### src/rtl/ip_pkg.sv
// ip_pkg: state encoding, error codes and constants shared by the IPv4 receive path.
package ip_pkg;
    typedef enum logic [2:0] {IDLE, HDR, OPT, PAY, PAD, DRAIN} ip_state_t;
    typedef enum logic [2:0] {
        E_NONE    = 3'd0,
        E_VERSION = 3'd1,
        E_IHL     = 3'd2,
        E_CHKSUM  = 3'd3,
        E_DEST    = 3'd4,
        E_LENGTH  = 3'd5,
        E_TRUNC   = 3'd6
    } ip_err_t;
    localparam logic [3:0]  IP_VERSION   = 4'd4;
    localparam logic [3:0]  MIN_IHL      = 4'd5;
    localparam logic [31:0] BROADCAST_IP = 32'hFFFF_FFFF;
    function automatic logic [15:0] hdr_bytes(input logic [3:0] ihl);
        return {10'd0, ihl, 2'b00};
    endfunction
endpackage

### src/rtl/ones_comp_acc16.sv
// ones_comp_acc16: one's-complement accumulator of 32-bit words; fold includes the word added this cycle.
module ones_comp_acc16 (
    input  logic        clk,
    input  logic        reset,
    input  logic        clr,
    input  logic        add,
    input  logic [31:0] data,
    output logic [15:0] fold
);
    logic [19:0] acc, base, acc_nxt;
    logic [16:0] f1;
    // Carries are wrapped back in on every add so a 15-word header cannot overflow 20 bits.
    always_comb begin
        base    = clr ? 20'd0 : {4'd0, acc[15:0]} + {16'd0, acc[19:16]};
        acc_nxt = add ? base + {4'd0, data[31:16]} + {4'd0, data[15:0]} : base;
        f1      = {1'b0, acc_nxt[15:0]} + {13'd0, acc_nxt[19:16]};
        fold    = f1[15:0] + {15'd0, f1[16]};
    end
    always_ff @(posedge clk or negedge reset) begin
        if (!reset) acc <= 20'd0;
        else if (add || clr) acc <= acc_nxt;
    end
endmodule

### src/rtl/ip_rx_decoder.sv
// ip_rx_decoder: IPv4 header decode/verify on a 32-bit word stream, forwarding accepted payload bytes.
module ip_rx_decoder
    import ip_pkg::*;
#(
    parameter logic [31:0] LOCAL_IP     = 32'h980E_5E4B,
    parameter bit          DEST_FILTER  = 1'b1,
    parameter bit          CHKSUM_CHECK = 1'b1
) (
    input  logic        clk,
    input  logic        reset,
    input  logic        in_valid,
    input  logic [31:0] in_data,
    input  logic        in_last,
    output logic [3:0]  version,
    output logic [3:0]  ihl,
    output logic [7:0]  type_of_ser,
    output logic [7:0]  time_to_live,
    output logic [7:0]  protocol,
    output logic [15:0] total_length,
    output logic [15:0] identification,
    output logic [2:0]  flag,
    output logic [12:0] frag_offset,
    output logic [31:0] src_ip,
    output logic [31:0] dest_ip,
    output logic [15:0] hdr_chksum,
    output logic        hdr_valid,
    output logic [15:0] len_out,
    output logic        out_valid,
    output logic [31:0] out_data,
    output logic [3:0]  out_keep,
    output logic        out_last,
    output logic        done,
    output logic        ok,
    output logic [2:0]  err
);
    ip_state_t   state, state_nxt;
    ip_err_t     err_r, err_nxt, w0_err, eoh_err;
    logic [15:0] rem, len0, fold;
    logic [3:0]  hidx, pay_keep;
    logic [31:0] dst_now;
    logic        word0, acc_add, frame_end, hdr_end, hdr_ok, pay_fire, pay_last;

    ones_comp_acc16 u_acc (
        .clk  (clk),
        .reset(reset),
        .clr  (word0),
        .add  (acc_add),
        .data (in_data),
        .fold (fold)
    );

    assign word0     = in_valid && state == IDLE;
    assign acc_add   = in_valid && (state == IDLE || state == HDR || state == OPT);
    assign frame_end = in_valid && in_last;
    assign len0      = in_data[15:0] - hdr_bytes(in_data[27:24]);
    assign hdr_end   = in_valid && ((state == HDR && hidx == 4'd4 && ihl == MIN_IHL) ||
                                    (state == OPT && hidx == ihl - 4'd1));
    // Without options the destination word is the one arriving now, not yet registered.
    assign dst_now   = state == HDR ? in_data : dest_ip;
    assign pay_fire  = in_valid && state == PAY;
    assign pay_last  = rem <= 16'd4;
    assign pay_keep  = rem < 16'd4 ? ~(4'hF >> rem[1:0]) : 4'hF;

    always_comb begin
        w0_err = (in_data[31:28] != IP_VERSION) ? E_VERSION :
                 (in_data[27:24] < MIN_IHL) ? E_IHL :
                 (in_data[15:0] < hdr_bytes(in_data[27:24])) ? E_LENGTH : E_NONE;
        eoh_err = (CHKSUM_CHECK && fold != 16'hFFFF) ? E_CHKSUM :
                  (DEST_FILTER && dst_now != LOCAL_IP && dst_now != BROADCAST_IP) ? E_DEST : E_NONE;
        state_nxt = state;
        err_nxt   = err_r;
        hdr_ok    = 1'b0;
        if (in_valid) begin
            case (state)
                IDLE: begin
                    err_nxt   = (w0_err == E_NONE && in_last) ? E_TRUNC : w0_err;
                    state_nxt = w0_err == E_NONE ? HDR : DRAIN;
                end
                HDR, OPT: begin
                    if (hdr_end) begin
                        hdr_ok    = eoh_err == E_NONE;
                        err_nxt   = (hdr_ok && in_last && len_out != 16'd0) ? E_TRUNC : eoh_err;
                        state_nxt = !hdr_ok ? DRAIN : len_out == 16'd0 ? PAD : PAY;
                    end else begin
                        err_nxt   = in_last ? E_TRUNC : err_r;
                        state_nxt = hidx == 4'd4 ? OPT : state;
                    end
                end
                PAY: begin
                    err_nxt   = (in_last && !pay_last) ? E_TRUNC : err_r;
                    state_nxt = pay_last ? PAD : PAY;
                end
                default: ;
            endcase
            if (in_last) state_nxt = IDLE;
        end
    end

    always_ff @(posedge clk or negedge reset) begin
        if (!reset) state <= IDLE;
        else state <= state_nxt;
    end

    always_ff @(posedge clk or negedge reset) begin
        if (!reset) begin
            version        <= '0;
            ihl            <= '0;
            type_of_ser    <= '0;
            total_length   <= '0;
            identification <= '0;
            flag           <= '0;
            frag_offset    <= '0;
            time_to_live   <= '0;
            protocol       <= '0;
            src_ip         <= '0;
            dest_ip        <= '0;
            hdr_chksum     <= '0;
            hdr_valid      <= 1'b0;
            len_out        <= '0;
            rem            <= '0;
            hidx           <= '0;
            out_valid      <= 1'b0;
            out_data       <= '0;
            out_keep       <= '0;
            out_last       <= 1'b0;
            done           <= 1'b0;
            ok             <= 1'b0;
            err            <= '0;
            err_r          <= E_NONE;
        end else begin
            if (word0) begin
                version      <= in_data[31:28];
                ihl          <= in_data[27:24];
                type_of_ser  <= in_data[23:16];
                total_length <= in_data[15:0];
                len_out      <= len0;
                rem          <= len0;
                hidx         <= 4'd1;
            end
            if (in_valid && (state == HDR || state == OPT)) hidx <= hidx + 4'd1;
            if (in_valid && state == HDR && hidx == 4'd1) {identification, flag, frag_offset} <= in_data;
            if (in_valid && state == HDR && hidx == 4'd2) {time_to_live, protocol} <= in_data[31:16];
            if (in_valid && state == HDR && hidx == 4'd3) src_ip <= in_data;
            if (in_valid && state == HDR && hidx == 4'd4) dest_ip <= in_data;
            if (hdr_end) hdr_chksum <= fold;
            hdr_valid <= hdr_ok;
            if (pay_fire) begin
                rem      <= rem - 16'd4;
                out_data <= in_data;
            end
            out_valid <= pay_fire;
            out_keep  <= pay_fire ? pay_keep : 4'h0;
            out_last  <= pay_fire && (pay_last || in_last);
            done      <= frame_end;
            if (frame_end) begin
                ok  <= err_nxt == E_NONE;
                err <= err_nxt;
            end
            err_r <= frame_end ? E_NONE : err_nxt;
        end
    end
endmodule

### config.mk
export PLATFORM = sky130hd
export DESIGN_NAME = ip_rx_decoder
export DESIGN_NICKNAME = d
export VERILOG_FILES = /design/src/rtl/ip_pkg.sv /design/src/rtl/ones_comp_acc16.sv /design/src/rtl/ip_rx_decoder.sv
export SDC_FILE = /design/constraint.sdc
export NUM_CORES = 1
export LEC_CHECK = 0
export ABC_AREA = 0
export CORE_UTILIZATION = 35
export CTS_BUF_LIST = sky130_fd_sc_hd__clkbuf_8
export CTS_CLUSTER_SIZE = 25
export DETAILED_ROUTE_END_ITERATION = 6
export PLACE_DENSITY = 0.56
export SYNTH_ARGS = -nofsm -noshare
export SYNTH_HDL_FRONTEND = slang
export SYNTH_HIERARCHICAL = 1
export SYNTH_SLANG_ARGS = --single-unit
### constraint.sdc
create_clock -name clk -period 25.4 [get_ports clk]
set_input_delay 6.35 -clock clk [delete_from_list [all_inputs] [get_ports clk]]
set_output_delay 6.35 -clock clk [all_outputs]
set_load 0.005 [all_outputs]
# ---- After elaboration in Yosys (flattened, before gate mapping)
# Index checks and enable logic that the tools add are counted.
dict set report totals {
  ff_bits 266
  output_inout_bits 220
  inputBits 36
}
dict set report op_classes {
  magnitude_cmp 4
  n_reduce_logical 38
  n_bitwise 1
  shift 1
  eq_ne 14
  addsub 9
  mux 33
}
# cell count
set ops {}
lappend ops {{!= test 32 bit, second input constant} 2}
lappend ops {{two-way mux 3 bit} 19}
lappend ops {{adder 20 x 16 -> 20 bit} 2}
lappend ops {{two-way mux 20 bit} 2}
lappend ops {{adder 16 x 4 -> 17 bit} 2}
lappend ops {{two-way mux 16 bit} 2}
lappend ops {{two-way mux 32 bit} 1}
lappend ops {{logical AND 1 bit} 20}
lappend ops {{one-hot mux 3 bit (3 select lines)} 2}
lappend ops {{adder 16 x 1 -> 16 bit} 1}
lappend ops {{<= comparator 16 x 3 -> 1 bit, second input constant} 1}
lappend ops {{logical NOT 16 bit} 1}
lappend ops {{< comparator 16 x 3 -> 1 bit, second input constant} 1}
lappend ops {{< comparator 16 x 6 -> 1 bit} 1}
lappend ops {{two-way mux 4 bit} 4}
lappend ops {{!= test 16 bit, second input constant} 1}
lappend ops {{nonzero test 16 bit} 1}
lappend ops {{subtractor 16 x 3 -> 16 bit, second input constant} 1}
lappend ops {{subtractor 16 x 6 -> 16 bit} 1}
lappend ops {{logical NOT 3 bit} 4}
lappend ops {{equality test 4 x 2 -> 1 bit, second input constant} 2}
lappend ops {{equality test 4 x 3 -> 1 bit, second input constant} 2}
lappend ops {{equality test 3 x 2 -> 1 bit, second input constant} 2}
lappend ops {{logical OR 1 bit} 6}
lappend ops {{other kinds (16)} 19}

# ---- Logic depth before layout (Yosys ltp)
# Gate-level depths: netlist of run 1.
dict set report depth {
  depth_word 18
  mapped_depth 43
}

# ---- Modules after synthesis
# The synthesis of run 1 kept the hierarchy.
# module n_inst seq_area_each_um2 cells_per_inst area_per_inst_um2
set by_module_without_submodules {}
lappend by_module_without_submodules {ip_rx_decoder 1 6105.9 949 10583.9}
lappend by_module_without_submodules {ones_comp_acc16 1 450.4 380 3215.6}

# ---- Worst setup path before layout of run 1
# Ideal clock, no wire load.
dict set report synth_path {
  path_type {in2reg}
  start {input in_valid}
  end {register state[0]}
  setup_ps 122
  slack_ps 10281
  stages 40
  required_ps 25278
  arrival_ps 14998
  cell_sequence {nand2_1 inv_1 buf_1 clkbuf_1 clkbuf_1 nor2b_1 fa_1 ha_1 buf_2 a2111oi_1 o21ai_1 nand4_1 a41oi_1 nor2_1 o21bai_1 a21oi_1 xnor2_1 nand2_1 (+4 left out) nor2_2 o211ai_2 nor4b_1 nand3_1 nor3_1 ha_1 nor3b_1 inv_1 nor4_4 or4b_4 o32ai_2 xnor2_1 nand4_1 or4_1 clkbuf_1 o41ai_2 o2111ai_1 a32o_1}
}
dict set report synth_between {
  elab_chain_cells 14
  word_cells_on_any_way 18
  classes_between {add/sub (4); eq/ne (2); mux (7); reduce/logical (5)}
}
# item line_no
set synth_lines {}
lappend synth_lines {{start: declaration} ip_rx_decoder.sv:11} ;# input logic in_valid,
lappend synth_lines {{logical AND 1 bit (*)} ip_rx_decoder.sv:52} ;# assign word0 = in_valid && state == IDLE;
lappend synth_lines {{net word0} ip_rx_decoder.sv:41} ;# logic word0, acc_add, frame_end, hdr_end, hdr_ok, pay_fire, pay_last;
lappend synth_lines {{two-way mux 20 bit (*)} ones_comp_acc16.sv:14} ;# base = clr ? 20'd0 : {4'd0, acc[15:0]} + {16'd0, acc[19:16]};
lappend synth_lines {{adder 20 x 16 -> 20 bit (2 in a row)} ones_comp_acc16.sv:15} ;# acc_nxt = add ? base + {4'd0, data[31:16]} + {4'd0, data[15:0]} : base;
lappend synth_lines {{two-way mux 20 bit (*)} ones_comp_acc16.sv:15}
lappend synth_lines {{net u_acc.acc_nxt[16]} ones_comp_acc16.sv:10} ;# logic [19:0] acc, base, acc_nxt;
lappend synth_lines {{adder 16 x 4 -> 17 bit (*)} ones_comp_acc16.sv:16} ;# f1 = {1'b0, acc_nxt[15:0]} + {13'd0, acc_nxt[19:16]};
lappend synth_lines {{adder 16 x 1 -> 16 bit (*)} ones_comp_acc16.sv:17} ;# fold = f1[15:0] + {15'd0, f1[16]};
lappend synth_lines {{net fold[15]} ip_rx_decoder.sv:38} ;# logic [15:0] rem, len0, fold;
lappend synth_lines {{!= test 16 bit (*)} ip_rx_decoder.sv:68} ;# eoh_err = (CHKSUM_CHECK && fold != 16'hFFFF) ? E_CHKSUM :
lappend synth_lines {{two-way mux 3 bit (*)} ip_rx_decoder.sv:68}
lappend synth_lines {{logical NOT 3 bit (*)} ip_rx_decoder.sv:81} ;# hdr_ok = eoh_err == E_NONE;
lappend synth_lines {{two-way mux 3 bit (*)} ip_rx_decoder.sv:83} ;# state_nxt = !hdr_ok ? DRAIN : len_out == 16'd0 ? PAD : PAY;
lappend synth_lines {{two-way mux 3 bit (*)} ip_rx_decoder.sv:80} ;# if (hdr_end) begin
lappend synth_lines {{one-hot mux 3 bit (3 select lines) (*)} ip_rx_decoder.sv:74} ;# case (state)
lappend synth_lines {{two-way mux 3 bit (*)} ip_rx_decoder.sv:95} ;# if (in_last) state_nxt = IDLE;
lappend synth_lines {{end signal: assignment} ip_rx_decoder.sv:101} ;# else state <= state_nxt;
lappend synth_lines {{end: declaration} ip_rx_decoder.sv:36} ;# ip_state_t state, state_nxt;
# The timed path passes the listed nets; every way through them passes the cells marked *.
# A chain may end at the register's enable or synchronous reset.

# ---- Worst setup path after layout of run 1
dict set report layout_path {
  start {input in_valid}
  end {register state[0]}
}
dict set report layout_between {
  elab_chain_cells 14
  word_cells_on_any_way 18
  classes_between {add/sub (4); eq/ne (2); mux (7); reduce/logical (5)}
}
# item line_no
set layout_lines {}
lappend layout_lines {{logical AND 1 bit} ip_rx_decoder.sv:52}
lappend layout_lines {{two-way mux 20 bit} ones_comp_acc16.sv:14}
lappend layout_lines {{adder 20 x 16 -> 20 bit (2 in a row)} ones_comp_acc16.sv:15}
lappend layout_lines {{two-way mux 20 bit (*)} ones_comp_acc16.sv:15}
lappend layout_lines {{net u_acc.acc_nxt[16]} ones_comp_acc16.sv:10}
lappend layout_lines {{adder 16 x 4 -> 17 bit (*)} ones_comp_acc16.sv:16}
lappend layout_lines {{adder 16 x 1 -> 16 bit (*)} ones_comp_acc16.sv:17}
lappend layout_lines {{net fold[15]} ip_rx_decoder.sv:38}
lappend layout_lines {{!= test 16 bit (*)} ip_rx_decoder.sv:68}
lappend layout_lines {{two-way mux 3 bit (*)} ip_rx_decoder.sv:68}
lappend layout_lines {{logical NOT 3 bit (*)} ip_rx_decoder.sv:81}
lappend layout_lines {{two-way mux 3 bit (*)} ip_rx_decoder.sv:83}
lappend layout_lines {{two-way mux 3 bit (*)} ip_rx_decoder.sv:80}
lappend layout_lines {{one-hot mux 3 bit (3 select lines) (*)} ip_rx_decoder.sv:74}
lappend layout_lines {{two-way mux 3 bit (*)} ip_rx_decoder.sv:95}
# Marked as above.

==> results of run 1 <==
[worst min-delay path, delay by kind of cell (launching register included)]
kind	cells	cell delay, ns
DFF	1	0.34
and+or+nand+nor	2	0.10
[cell usage after synthesis, types with 5 or more instances]
cell      number
mux2_2       118
nand3_1       25
or4_1          8
nor2_1        59
nor2b_1       10
a211oi_1       6
o21ai_0       49
nand2_1      272
nor3_1        21
or3_1          6
a32o_1         5
o211ai_1       7
and3_1         5
nor4b_1        5
fa_1          20
xor2_1        18
nand2b_1      10
a21o_1        12
xnor2_1       43
dfrtp_1      262
clkbuf_1      46
o31a_1         5
nand4_1       28
buf_2         12
a31oi_1        7
buf_1          8
nor4_1        22
ha_1          34
inv_1         37
and2_1         9
nor3b_1        6
buf_4          5
o21ai_1        5
a21oi_1       31
[final timing paths]
check	startpoint	to	slack, ns	cells after the start
worst min register to register	out_data[28]	out_data[28]	0.47	2
max in group asynchronous	reset	hdr_chksum[15]	17.14	3
min in group asynchronous	reset	src_ip[26]	5.86	1
worst max register to register	u_acc/acc[16]	state[0]	15.06	38
worst max-delay path	in_valid	state[0]	9.95	36
worst min-delay path	out_data[28]	out_data[28]	0.47	2
[flip-flops by register name, indices dropped and copies added, names as in the netlist, 13 cells and up]
name	count
total_length	16
out_data	32
len_out	14
dest_ip	32
u_acc/acc	18
frag_offset	13
hdr_chksum	16
identification	16
src_ip	32
rem	16
[routing by layer]
metal  wire (um)  vias to the layer above  track usage (%)
met3        2614                       80            4.594
met5           0                        -                0
met2       22980                      351            38.86
met1       19330                     5609            29.37
li1            -                     5176                -
met4        1263                        0            7.388
[through the flow]
stage	utilization [%]	cells	hold WS (ns)	power, uW	cell area, um2
final	46.06	2134	0.4722	2193	17840
after global routing	46.06	2134	0.5002	2336	17840
after CTS	46.06	2134	0.4776	2207	17840
after detailed placement	43.57	2053	0.4630	1782	16880
after global placement	43.57	2053	0.4575	1769	16880
after floorplan	-	1329	0.4499	1297	13800
[where the power goes]
part / switching, uW / leakage, uW / internal (uW)
Combinational: 553 / 0.00403 / 527
Clock: 185 / 0.000549 / 229
Sequential: 123 / 0.00341 / 576
Total: 861 / 0.00799 / 1330
[cells by family (layout without fill, tap and decap cells)]
kind of cell / after synthesis / after routing
simple gates: 532 / 532
flops: 262 / 262
compound gates: 188 / 188
mux: 121 / 121
buf+inv: 110 / 397
xor+xnor: 62 / 62
fa+ha+maj: 54 / 54
[area by class of cell]
type | instances | area, um2
repair buffers | 279 | 2738
inverters | 37 | 138.9
fillers | 3683 | 20890
clock buffers | 59 | 812.0
well taps | 518 | 648.1
flip-flops and latches | 262 | 6556
clock inverters | 22 | 152.6
multi-input cells | 957 | 6798
==> metrics.md, run 1 <==
| Metric | Value |
|---|---|
| Status | complete, no violations |
| Seq cells post-synth | 262 |
| Sequential cell area fraction in the yosys report | 47.51% |
| Final setup vio count | 0 |
| Simple-gate share of the synthesized area | 19.37% |
| Share of layout cells above drive strength 1 | 16.52% |
| Mux share of post-synthesis cell area | 9.847% |
| Num CTS Buffers | 47 |
| Ports | 256 |
| # clock sinks | 262 |
| Initial core utilization | 35.62% |
| TNS Setup | 0 ns |
| Syn Area/Cell | 10.38 um2 |
| Power density over the cells | 122.9 nW/um2 |
| H-tree depth reported by CTS | 2 |
| First-pass GRT wire length | 70390 um |
| Clock Latency Late Sink | 0.63 ns |
| # Max-Cap Violations | 0 |
| Crit Path Class | in2reg |
| Most common cell after layout, fill and taps aside | nand2_1 |
| Worst setup margin | 9.945 ns |
| Setup Fix Bufs, Post-CTS | 0 |
| Cells after Synth | 1329 |
| Minimum clock period | 15.45 ns |
| Vias/cell | 5.256 |
| Synth Cell Area | 13800 um2 |
| Die width | 200.6 um |
| Port buffer count | 255 |
| Crit path max-delay family | simple AND/OR/NAND/NOR gates |
| CTS root buf | clkbuf_8 |
| Die height | 200.6 um |
| Commonest cells after routing, fill and taps aside | nand2_1 (269), dfrtp_1 (262), clkdlybuf4s50_1 (254) |
| Relative max-transition margin | 21.96% |
| Top area cells in the synthesized netlist | dfrtp_1 (48%), mux2_2 (9.6%), nand2_1 (7.4%) |
| Total gr overflow | 0 |
| P&R area growth vs syn | 29.30% |
| RSZ-0062 raised after global routing | false |
| GPL Wtd Cong | 0.8962 |
| Hold buffers post-CTS | 0 |
| Setup crit end kind | flip-flop |
| Setup Skew | 0.03159 ns |
| Post-synthesis adder-cell area fraction | 5.984% |
| Largest net degree at the start of global routing | 138 |
| Core Rows | 72 |
| Resized cells post-CTS | 0 |
| Min-Delay Path Class | reg2reg |
| Drt total wl | 46200 um |
| Critical path arrival | 15.95 ns |
| Xor and xnor fraction of the mapped netlist area | 4.035% |
| Initial antenna violation count | 0 |
| Clock Path Buffers | 3 |
| Crit start category | primary input |
| Crit path top cell by count | ha_1 |
| Core box area | 38740 um2 |
| Detail Placement HPWL | 32600 um |
| Syn. warnings | 6 |
| Maximum vdd drop | 58.09 uV |
| WP data required | 25.89 ns |
| EDFF count, synth | 0 |
| FFs w/ async S/R, synth | 100.0% |
| CP max stage delay | 0.76 ns |
| Post-synth top area share | 47.51% |
| DR WL/cell | 21.65 um |
| Worst path bufs/invs | 4 |
| Fin. Hold Viols | 0 |
| Initial DRC count | 885 |
| Ant. Diodes | 0 |
| Die area | 40220 um2 |
| Slew @ Worst Pin | 1.168 ns |
| Largest area contributor in the netlist | dfrtp_1 |
| Compound-Gate Fraction of Synth Area | 9.910% |
| Top FF cell, synth | dfrtp_1 |
| GRT Overall Usage | 22.96% |
| Largest family of logic cells by synthesized area | simple AND/OR/NAND/NOR gates |
| Highest attainable clock frequency | 0.06471 GHz |
| Router iterations before antenna repair | 5 |
| DRC | 0 |
| Slowest-stage cell, CP | or4_1 |
| CP Max Fanout | 25 |
| Vias | 11220 |
| CTS tree | built |
| Clk pin slew, worst setup/hold paths | 0.06 ns |
| P_leak | 0.007990 uW |
| Vias in the first global route | 11060 |
| Final nets | 1674 |
| Synthesized Nets | 1419 |
| Pre-CTS setup slack | 9.405 ns |
| Post-route ant nets | 0 |
| Final period util | 60.84% |
| Synth cell types | 97 |
| Slew Viols, Final | 0 |
No activity file was read; power rests on OpenSTA's default activity.
==> inputs of run 2 (changes only) <==
==> constraint.sdc (replaced) <==
create_clock -name clk -period 14.9 [get_ports clk]
set_input_delay 3.725 -clock clk [delete_from_list [all_inputs] [get_ports clk]]
set_output_delay 3.725 -clock clk [all_outputs]
set_load 0.005 [all_outputs]
==> run 2 against run 1 <==
  * Highest routed layer unchanged
  * Setup slack got worse by 7.8 ns
  * Register-to-register slack worse by 10 ns
  * Routed wire length is essentially flat
  * Critical path type unchanged
  * Sequential power grew 70%
  * Sequential cell count unchanged
  * Hold slack lost 0.00057 ns
==> metrics.md, run 2 (synthesized netlist as in run 1, its figures left out) <==
| Metric | Value |
|---|---|
| Ports | 256 |
| Final setup vio count | 0 |
| Hold Path End | out_data[29] |
| DRC | 0 |
| Crit start category | primary input |
| Final Util | 45.84% |
| FF-to-FF path depth | 38 |
| Share of layout cells above drive strength 1 | 15.85% |
| Setup crit end kind | flip-flop |
| WP data required | 15.39 ns |
| Regs by FF count | dest_ip x32, out_data x32, src_ip x32 |
| Initial core utilization | 35.62% |
| Slowest-stage cell, CP | or4_1 |
| NetSw | 1452 uW |
| GPL Wtd Cong | 0.8886 |
| Fin. Hold Viols | 0 |
| Net Sw Frac | 39.25% |
| Cell Int Power | 2247 uW |
| Die height | 200.6 um |
| Most common cell after layout, fill and taps aside | nand2_1 |
| Maximum vdd drop | 83.20 uV |
| # clock sinks | 262 |
| Initial DRC count | 862 |
| CP max stage delay | 0.75 ns |
| Critical path arrival | 13.20 ns |
| Relative max-transition margin | 21.08% |
| Power density over the cells | 208.3 nW/um2 |
| Final period util | 85.30% |
| Port buffer count | 255 |
| Initial antenna violation count | 1 |
| First-pass GRT wire length | 70770 um |
| Die area | 40220 um2 |
| Total gr overflow | 0 |
| Die width | 200.6 um |
| Hold path depth | 2 |
| Fin area | 17760 um2 |
| H-tree depth reported by CTS | 2 |
| Post-DP Area | 16840 um2 |
| Setup Skew | 0.02660 ns |
| Resized cells post-CTS | 0 |
| Status | complete, no violations |
| Largest net degree at the start of global routing | 129 |
| Power, Total | 3699 uW |
| Logic pwr share | 49.6% |
| Min-Delay Path Class | reg2reg |
| Detail Placement HPWL | 32700 um |
| Worst path bufs/invs | 4 |
| Crit path top cell by count | ha_1 |
| Router iterations before antenna repair | 5 |
| Hold buffers post-CTS | 0 |
| Drt total wl | 46190 um |
| Hold path startpoint | out_data[29] |
| RSZ-0062 raised after global routing | false |
| Vias in the first global route | 11260 |
| Clock Latency Late Sink | 0.62 ns |
| Clk pin slew, worst setup/hold paths | 0.06 ns |
| Minimum clock period | 12.71 ns |
| Reg power frac | 32.2% |
| Post-route ant nets | 0 |
| TNS Setup | 0 ns |
| Vias/cell | 5.261 |
| Final nets | 1670 |
| GRT Overall Usage | 23.14% |
| Core Rows | 72 |
| Clock power frac | 18.2% |
| P_leak | 0.007948 uW |
| CTS tree | built |
| Slew @ Worst Pin | 1.181 ns |
| Worst R2R Setup Slack | 4.62 ns |
| R2r endpoint | state[2] |
| Highest attainable clock frequency | 0.07868 GHz |
| Num CTS Buffers | 48 |
| Vias | 11200 |
| Core box area | 38740 um2 |
| DR WL/cell | 21.70 um |
| Crit path max-delay family | simple AND/OR/NAND/NOR gates |
| Slew Viols, Final | 0 |
| Reg2reg start | u_acc/acc[16] |
| Setup Fix Bufs, Post-CTS | 0 |
| P&R area growth vs syn | 28.67% |
| Commonest cells after routing, fill and taps aside | nand2_1 (269), dfrtp_1 (262), clkdlybuf4s50_1 (254) |
| Crit Path Class | in2reg |
| CTS root buf | clkbuf_8 |
| # Max-Cap Violations | 0 |
| Clock Path Buffers | 3 |
| CP Max Fanout | 25 |
run 2: worst max-delay path by stage:
stage	from	endpoint	slack, ns	cells past startpoint
6_report	in_valid	state[2]	2.19	36
5_1_grt	in_valid	ok	1.34	37
4_1_cts	in_valid	ok	2.18	37
3_5_place_dp	in_valid	ok	1.56	37
3_3_place_gp	in_valid	ok	1.79	37
2_1_floorplan	in_valid	state[0]	2.41	40
run 2: worst reg2reg max path: cells and delay by family (launching register included):
family / cells / cell delay [ns]
simple gates: 15 / 4.28
flops: 1 / 0.40
xor+xnor: 3 / 0.74
fa+ha+maj: 7 / 2.32
compound gates: 11 / 2.23
buf+inv: 2 / 0.20
run 2: layer usage:
layer	global-route usage, %	wire (um)	up-vias
met1	29.87	19680	5594
met4	9.051	1622	0
met3	4.367	2291	89
li1	-	-	5166
met5	0	0	-
met2	38.33	22590	346
run 2: final cells by class:
class                   instances  area [um2]
clock inverters                24       155.1
well taps                     518       648.1
multi-input cells             957        6798
clock buffers                  55       757.0
inverters                      37       138.9
fillers                      3697       20980
repair buffers                274        2700
diodes                          1       2.502
flip-flops and latches        262        6556
run 2: power by group through the flow:
stage / clock [uW] / sequential [uW] / combinational [uW]
final: 672 / 1190 / 1840
after global routing: 730 / 1230 / 2000
after CTS: 701 / 1190 / 1840
after detailed placement: 0 / 1200 / 1830
after global placement: 0 / 1190 / 1830
after floorplan: 0 / 1170 / 1040
run 2: per-stage QoR:
step / setup WS [ns] / cells / hold WS [ns]
after global placement: 1.790 / 2048 / 0.4574
after CTS: 2.184 / 2127 / 0.4762
final: 2.190 / 2128 / 0.4716
after global routing: 1.343 / 2128 / 0.4941
after floorplan: 2.406 / 1329 / 0.4499
after detailed placement: 1.557 / 2048 / 0.4616
==> RTL change 1 (flow settings as in run 1) <==
Change the parameter `LOCAL_IP` from 32'h980E_5E4B to 32'h4C072F25.
--- a/src/rtl/ip_rx_decoder.sv
+++ b/src/rtl/ip_rx_decoder.sv
@@ -2,7 +2,7 @@
 module ip_rx_decoder
     import ip_pkg::*;
 #(
-    parameter logic [31:0] LOCAL_IP     = 32'h980E_5E4B,
+    parameter logic [31:0] LOCAL_IP     = 32'h4C072F25,
     parameter bit          DEST_FILTER  = 1'b1,
     parameter bit          CHKSUM_CHECK = 1'b1
 ) (
Behaviour: no difference found for any inputs over 4 cycles, from zero or initial values and one cycle with reset low; that may be too few to reach the edited logic, so the function may still have changed.
==> RTL change 1 against run 1 <==
- design area decreased by 0.60%
- wire length up 2.4%
- setup slack worse by 1300 ps
- power grew 3.6%
- final cell count grew 2.0%
- global-route usage up 0.62 points
- area after synthesis rose by 0.29%
- count of clock-buffer cells in the layout fell by 1
- sequential cell count unchanged
- synthesized cell count is 4.3% higher
- register-to-register slack got worse by 790 ps
- non-clock buffer count shrank 13
==> RTL change 1: results (changes against run 1) <==
Placement
  – DP HPWL: 33.4 mm (+2.4%)
  – GPL Wtd Cong: 0.899 (+0.28%)
  – Placement Cell Area: 16800 sq um (-0.27%)

Timing
  – Slew @ Worst Pin: 1000 ps (-167 ps)
  – Final Skew: 33.6 ps (+2.03 ps)

Yosys
  – Sequential element share of the synthesized area: 47.4% (-0.14 points)
  – Adder and majority gate portion of the synthesized area: 5.97% (-0.017 points)
  – Mapped Nets: 1476 (+4.0%)
  – Synth area leaders: dfrtp_1, nand2_1, mux2_2
  – Cell variety after synth: 102 (+5.2%)
  – Mux share of post-synthesis cell area: 8.34% (-1.5 points)

Critical path
  – FF-to-FF path depth: 34 (-11%)
  – Crit-path max cell delay: 710 ps (-50 ps)
  – Crit path DAT: 17240 ps (+1290 ps)
  – Crit Path Max Fanout: 77 (+210%)
  – R2R setup slack: 14270 ps (-790 ps)
  – CP max stage cell: nor4_1
  – Crit Reg-Reg Startpoint: state[1]
  – CP endpoint: ok

Global routing
  – Largest net degree at the start of global routing: 97 (-30%)
  – First-pass GRT wire length: 72.6 mm (+3.2%)

Finish
  – Share of cells above drive strength 1: 13.6% (-3.0 points)
  – Layout Nets: 1720 (+2.7%)

Detailed routing
  – Drt wl/cell: 21.7 um (+0.37%)
  – First DRT Iteration DRCs: 715 (-19%)

Pwr
  – Maximum vdd ir drop: 0.0000682 V (+17%)
  – Pleak: 7.97 nW (-0.30%)

Clock tree
  – CTS buffer count: 49 (+4.3%)

Run status
  – Outcome: completed
RTL change 1: cell types whose count changed after synthesis, moves of 5 or more:
cell,delta
inv_1,-5
mux2_2,-19
and2_1,-5
clkbuf_1,+7
nor2_1,+7
nand2_1,+52
o21ai_0,+10
nor3_1,+11
RTL change 1: layout make-up:
cell class,instances,area [sq um]
clock inverter,22,105
clock buffer,58,798
inverter,35,131
multi-input combinational,1016,6860
tap,518,648
sequential,262,6560
timing repair buffer,266,2640
fill,3681,21100
RTL change 1: where the power goes:
part | internal [mW] | switching [mW] | total, mW
Clock | 0.206 | 0.185 | 0.391
Sequential | 0.582 | 0.140 | 0.723
Combinational | 0.559 | 0.601 | 1.16
Total | 1.35 | 0.926 | 2.27
RTL change 1: through the flow:
| step | instances | setup slack [ps] |
|---|---|---|
| 4_1_cts | 2177 | 8800 |
| 6_report | 2177 | 8670 |
| 5_1_grt | 2177 | 7660 |
| 2_1_floorplan | 1386 | 9860 |
| 3_5_place_dp | 2097 | 8180 |
| 3_3_place_gp | 2097 | 8390 |
RTL change 1: how the worst min path moves through the flow:
stage | endpoint | slack (ps) | start
finish | hdr_chksum[8] | 460 | hdr_chksum[8]
global route | hdr_chksum[13] | 480 | hdr_chksum[13]
CTS | hdr_chksum[8] | 470 | hdr_chksum[8]
detailed placement | hdr_chksum[8] | 450 | hdr_chksum[8]
global placement | hdr_chksum[8] | 460 | hdr_chksum[8]
floorplan | u_acc/acc[16] | 450 | u_acc/acc[16]
RTL change 1: cells by family (layout without fill, tap and decap cells):
| logic type | count (synthesis) | in the layout |
|---|---|---|
| AOI/OAI and AO/OA | 213 | 213 |
| DFF | 262 | 262 |
| buffers and inverters | 108 | 381 |
| and+or+nand+nor | 583 | 583 |
| adders and majority gates | 54 | 54 |
| xor gates and xnor gates | 63 | 63 |
| muxes | 103 | 103 |
RTL change 1: worst max-delay path, delay by kind of cell:
kind / cells / cell delay [ps]
buffers and inverters: 5 / 2260
xor gates and xnor gates: 1 / 170
adders and majority gates: 4 / 1650
muxes: 1 / 210
and+or+nand+nor: 14 / 4890
AOI/OAI and AO/OA: 9 / 1640
RTL change 1: routing by layer:
metal,wire length (um),share of wire (%),vias up,global-route usage (%)
li1,-,-,5324,-
met1,20400,43,5620,30.6
met2,21300,45,397,36.7
met3,4160,8.8,98,7.65
met4,1510,3.2,4,8.75
met5,19,0.040,-,0
==> RTL change 2 (settings of run 1) <==
Made on the original files. Register the inputs `in_valid` and `in_last` before use, cleared by the reset. The logic sees them one clock later. The other inputs are not delayed to match.
--- a/src/rtl/ip_rx_decoder.sv
+++ b/src/rtl/ip_rx_decoder.sv
@@ -33,6 +33,20 @@
     output logic        ok,
     output logic [2:0]  err
 );
+
+    logic in_valid_q;
+    logic in_last_q;
+
+    always_ff @(posedge clk or negedge reset) begin
+        if (!reset) begin
+            in_valid_q <= '0;
+            in_last_q  <= '0;
+        end else begin
+            in_valid_q <= in_valid;
+            in_last_q  <= in_last;
+        end
+    end
+
     ip_state_t   state, state_nxt;
     ip_err_t     err_r, err_nxt, w0_err, eoh_err;
     logic [15:0] rem, len0, fold;
@@ -49,15 +63,15 @@
         .fold (fold)
     );
 
-    assign word0     = in_valid && state == IDLE;
-    assign acc_add   = in_valid && (state == IDLE || state == HDR || state == OPT);
-    assign frame_end = in_valid && in_last;
+    assign word0     = in_valid_q && state == IDLE;
+    assign acc_add   = in_valid_q && (state == IDLE || state == HDR || state == OPT);
+    assign frame_end = in_valid_q && in_last_q;
     assign len0      = in_data[15:0] - hdr_bytes(in_data[27:24]);
-    assign hdr_end   = in_valid && ((state == HDR && hidx == 4'd4 && ihl == MIN_IHL) ||
+    assign hdr_end   = in_valid_q && ((state == HDR && hidx == 4'd4 && ihl == MIN_IHL) ||
                                     (state == OPT && hidx == ihl - 4'd1));
     // Without options the destination word is the one arriving now, not yet registered.
     assign dst_now   = state == HDR ? in_data : dest_ip;
-    assign pay_fire  = in_valid && state == PAY;
+    assign pay_fire  = in_valid_q && state == PAY;
     assign pay_last  = rem <= 16'd4;
     assign pay_keep  = rem < 16'd4 ? ~(4'hF >> rem[1:0]) : 4'hF;
 
@@ -70,29 +84,29 @@
         state_nxt = state;
         err_nxt   = err_r;
         hdr_ok    = 1'b0;
-        if (in_valid) begin
+        if (in_valid_q) begin
             case (state)
                 IDLE: begin
-                    err_nxt   = (w0_err == E_NONE && in_last) ? E_TRUNC : w0_err;
+                    err_nxt   = (w0_err == E_NONE && in_last_q) ? E_TRUNC : w0_err;
                     state_nxt = w0_err == E_NONE ? HDR : DRAIN;
                 end
                 HDR, OPT: begin
                     if (hdr_end) begin
                         hdr_ok    = eoh_err == E_NONE;
-                        err_nxt   = (hdr_ok && in_last && len_out != 16'd0) ? E_TRUNC : eoh_err;
+                        err_nxt   = (hdr_ok && in_last_q && len_out != 16'd0) ? E_TRUNC : eoh_err;
                         state_nxt = !hdr_ok ? DRAIN : len_out == 16'd0 ? PAD : PAY;
                     end else begin
-                        err_nxt   = in_last ? E_TRUNC : err_r;
+                        err_nxt   = in_last_q ? E_TRUNC : err_r;
                         state_nxt = hidx == 4'd4 ? OPT : state;
                     end
                 end
                 PAY: begin
-                    err_nxt   = (in_last && !pay_last) ? E_TRUNC : err_r;
+                    err_nxt   = (in_last_q && !pay_last) ? E_TRUNC : err_r;
                     state_nxt = pay_last ? PAD : PAY;
                 end
                 default: ;
             endcase
-            if (in_last) state_nxt = IDLE;
+            if (in_last_q) state_nxt = IDLE;
         end
     end
 
@@ -137,11 +151,11 @@
                 rem          <= len0;
                 hidx         <= 4'd1;
             end
-            if (in_valid && (state == HDR || state == OPT)) hidx <= hidx + 4'd1;
-            if (in_valid && state == HDR && hidx == 4'd1) {identification, flag, frag_offset} <= in_data;
-            if (in_valid && state == HDR && hidx == 4'd2) {time_to_live, protocol} <= in_data[31:16];
-            if (in_valid && state == HDR && hidx == 4'd3) src_ip <= in_data;
-            if (in_valid && state == HDR && hidx == 4'd4) dest_ip <= in_data;
+            if (in_valid_q && (state == HDR || state == OPT)) hidx <= hidx + 4'd1;
+            if (in_valid_q && state == HDR && hidx == 4'd1) {identification, flag, frag_offset} <= in_data;
+            if (in_valid_q && state == HDR && hidx == 4'd2) {time_to_live, protocol} <= in_data[31:16];
+            if (in_valid_q && state == HDR && hidx == 4'd3) src_ip <= in_data;
+            if (in_valid_q && state == HDR && hidx == 4'd4) dest_ip <= in_data;
             if (hdr_end) hdr_chksum <= fold;
             hdr_valid <= hdr_ok;
             if (pay_fire) begin
@@ -150,7 +164,7 @@
             end
             out_valid <= pay_fire;
             out_keep  <= pay_fire ? pay_keep : 4'h0;
-            out_last  <= pay_fire && (pay_last || in_last);
+            out_last  <= pay_fire && (pay_last || in_last_q);
             done      <= frame_end;
             if (frame_end) begin
                 ok  <= err_nxt == E_NONE;
Behaviour: not the same (a bounded check fails within 4 cycles, from zero or initial values and one cycle with reset low).
==> RTL change 2 against run 1 <==
- worst hold slack about the same
- sequential power increased by 6.3%
- count of clock-buffer cells in the layout decreased by 2
- design area decreased by 0.40%
- wire length decreased by 0.34%
- non-clock buffer count decreased by 3
- power increased by 2.0%
- area after synthesis decreased by 0.11%
- fmax decreased by 1.1%
- sequential cell count increased by 2
- setup slack got worse by 170 ps
==> RTL change 2: results (changes against run 1) <==
Pwr
  – Maximum vdd ir drop: 0.0000387 V (-33%)

Placement
  – Placement Cell Area: 16900 sq um (about the same)
  – DP HPWL: 32.7 mm (+0.19%)
  – GPL Wtd Cong: 0.874 (-2.4%)

Detailed routing
  – Drt wl/cell: 21.4 um (-1.2%)
  – Vias per inst: 5.24 (-0.33%)

Finish
  – Antenna Cells: 1 (+1)
  – Clock-cell share: 5.08% (-0.33 points)
  – NonClk Buf Share: 15.3% (-0.065 points)
  – Multi-input gate area: 6740 sq um (-0.79%)
  – Layout Nets: 1692 (+1.1%)
  – Reg area: 6610 sq um (+0.76%)
  – Share of cells above drive strength 1: 15.0% (-1.5 points)
  – Final-layout fill cell count: 3728 (+1.2%)

Worst hold path
  – Hold path startpoint: total_length[7]
  – Worst Hold Endpoint: total_length[7]

Critical path
  – Crit Reg-Reg Startpoint: in_valid_q
  – Crit-path max cell delay: 1030 ps (+270 ps)
  – CP max stage cell: nor4_1
  – Crit path DAT: 16100 ps (+150 ps)
  – Critical R2R Capture: err[1]

Yosys
  – Synth area leaders: dfrtp_1, mux2_2, nand2_1
  – Register bit total from synthesis: 264 (+0.76%)
  – Cell variety after synth: 94 (-3.1%)

Timing
  – Slew headroom: 18.1% (-3.8 points)
  – Final Skew: 29.8 ps (-1.82 ps)

Global routing
  – Initial antenna violation count: 3 (+3)
  – Largest net degree at the start of global routing: 128 (-7.2%)

Clock tree
  – CTS buffer count: 49 (+4.3%)

Run status
  – Outcome: completed
## RTL change 2: changes by cell type after synthesis, moves of 4 or more
cell / change
o21ai_0: +4
and2_1: -4
nand2_1: +8
mux2_2: -5
o21a_1: +5
o211ai_1: +4
nor2_1: +7
clkbuf_1: -6
## RTL change 2: worst max path at each step
| stage | depth (start not counted) | start | slack, ps | endpoint |
|---|---|---|---|---|
| detailed placement | 34 | in_data[3] | 9290 | err[1] |
| floorplan | 34 | in_data[7] | 11440 | err[1] |
| finish | 34 | in_data[6] | 9780 | err[1] |
| global route | 34 | in_data[3] | 9090 | err[1] |
| global placement | 34 | in_data[7] | 9640 | err[1] |
| CTS | 34 | in_data[3] | 9940 | err[1] |
## RTL change 2: cells by family after synthesis
logic type	synth area share (%)
AOI/OAI and AO/OA	10.1
xor gates and xnor gates	3.88
DFF	47.9
adders and majority gates	5.99
and+or+nand+nor	19.3
muxes	9.52
buffers and inverters	3.24
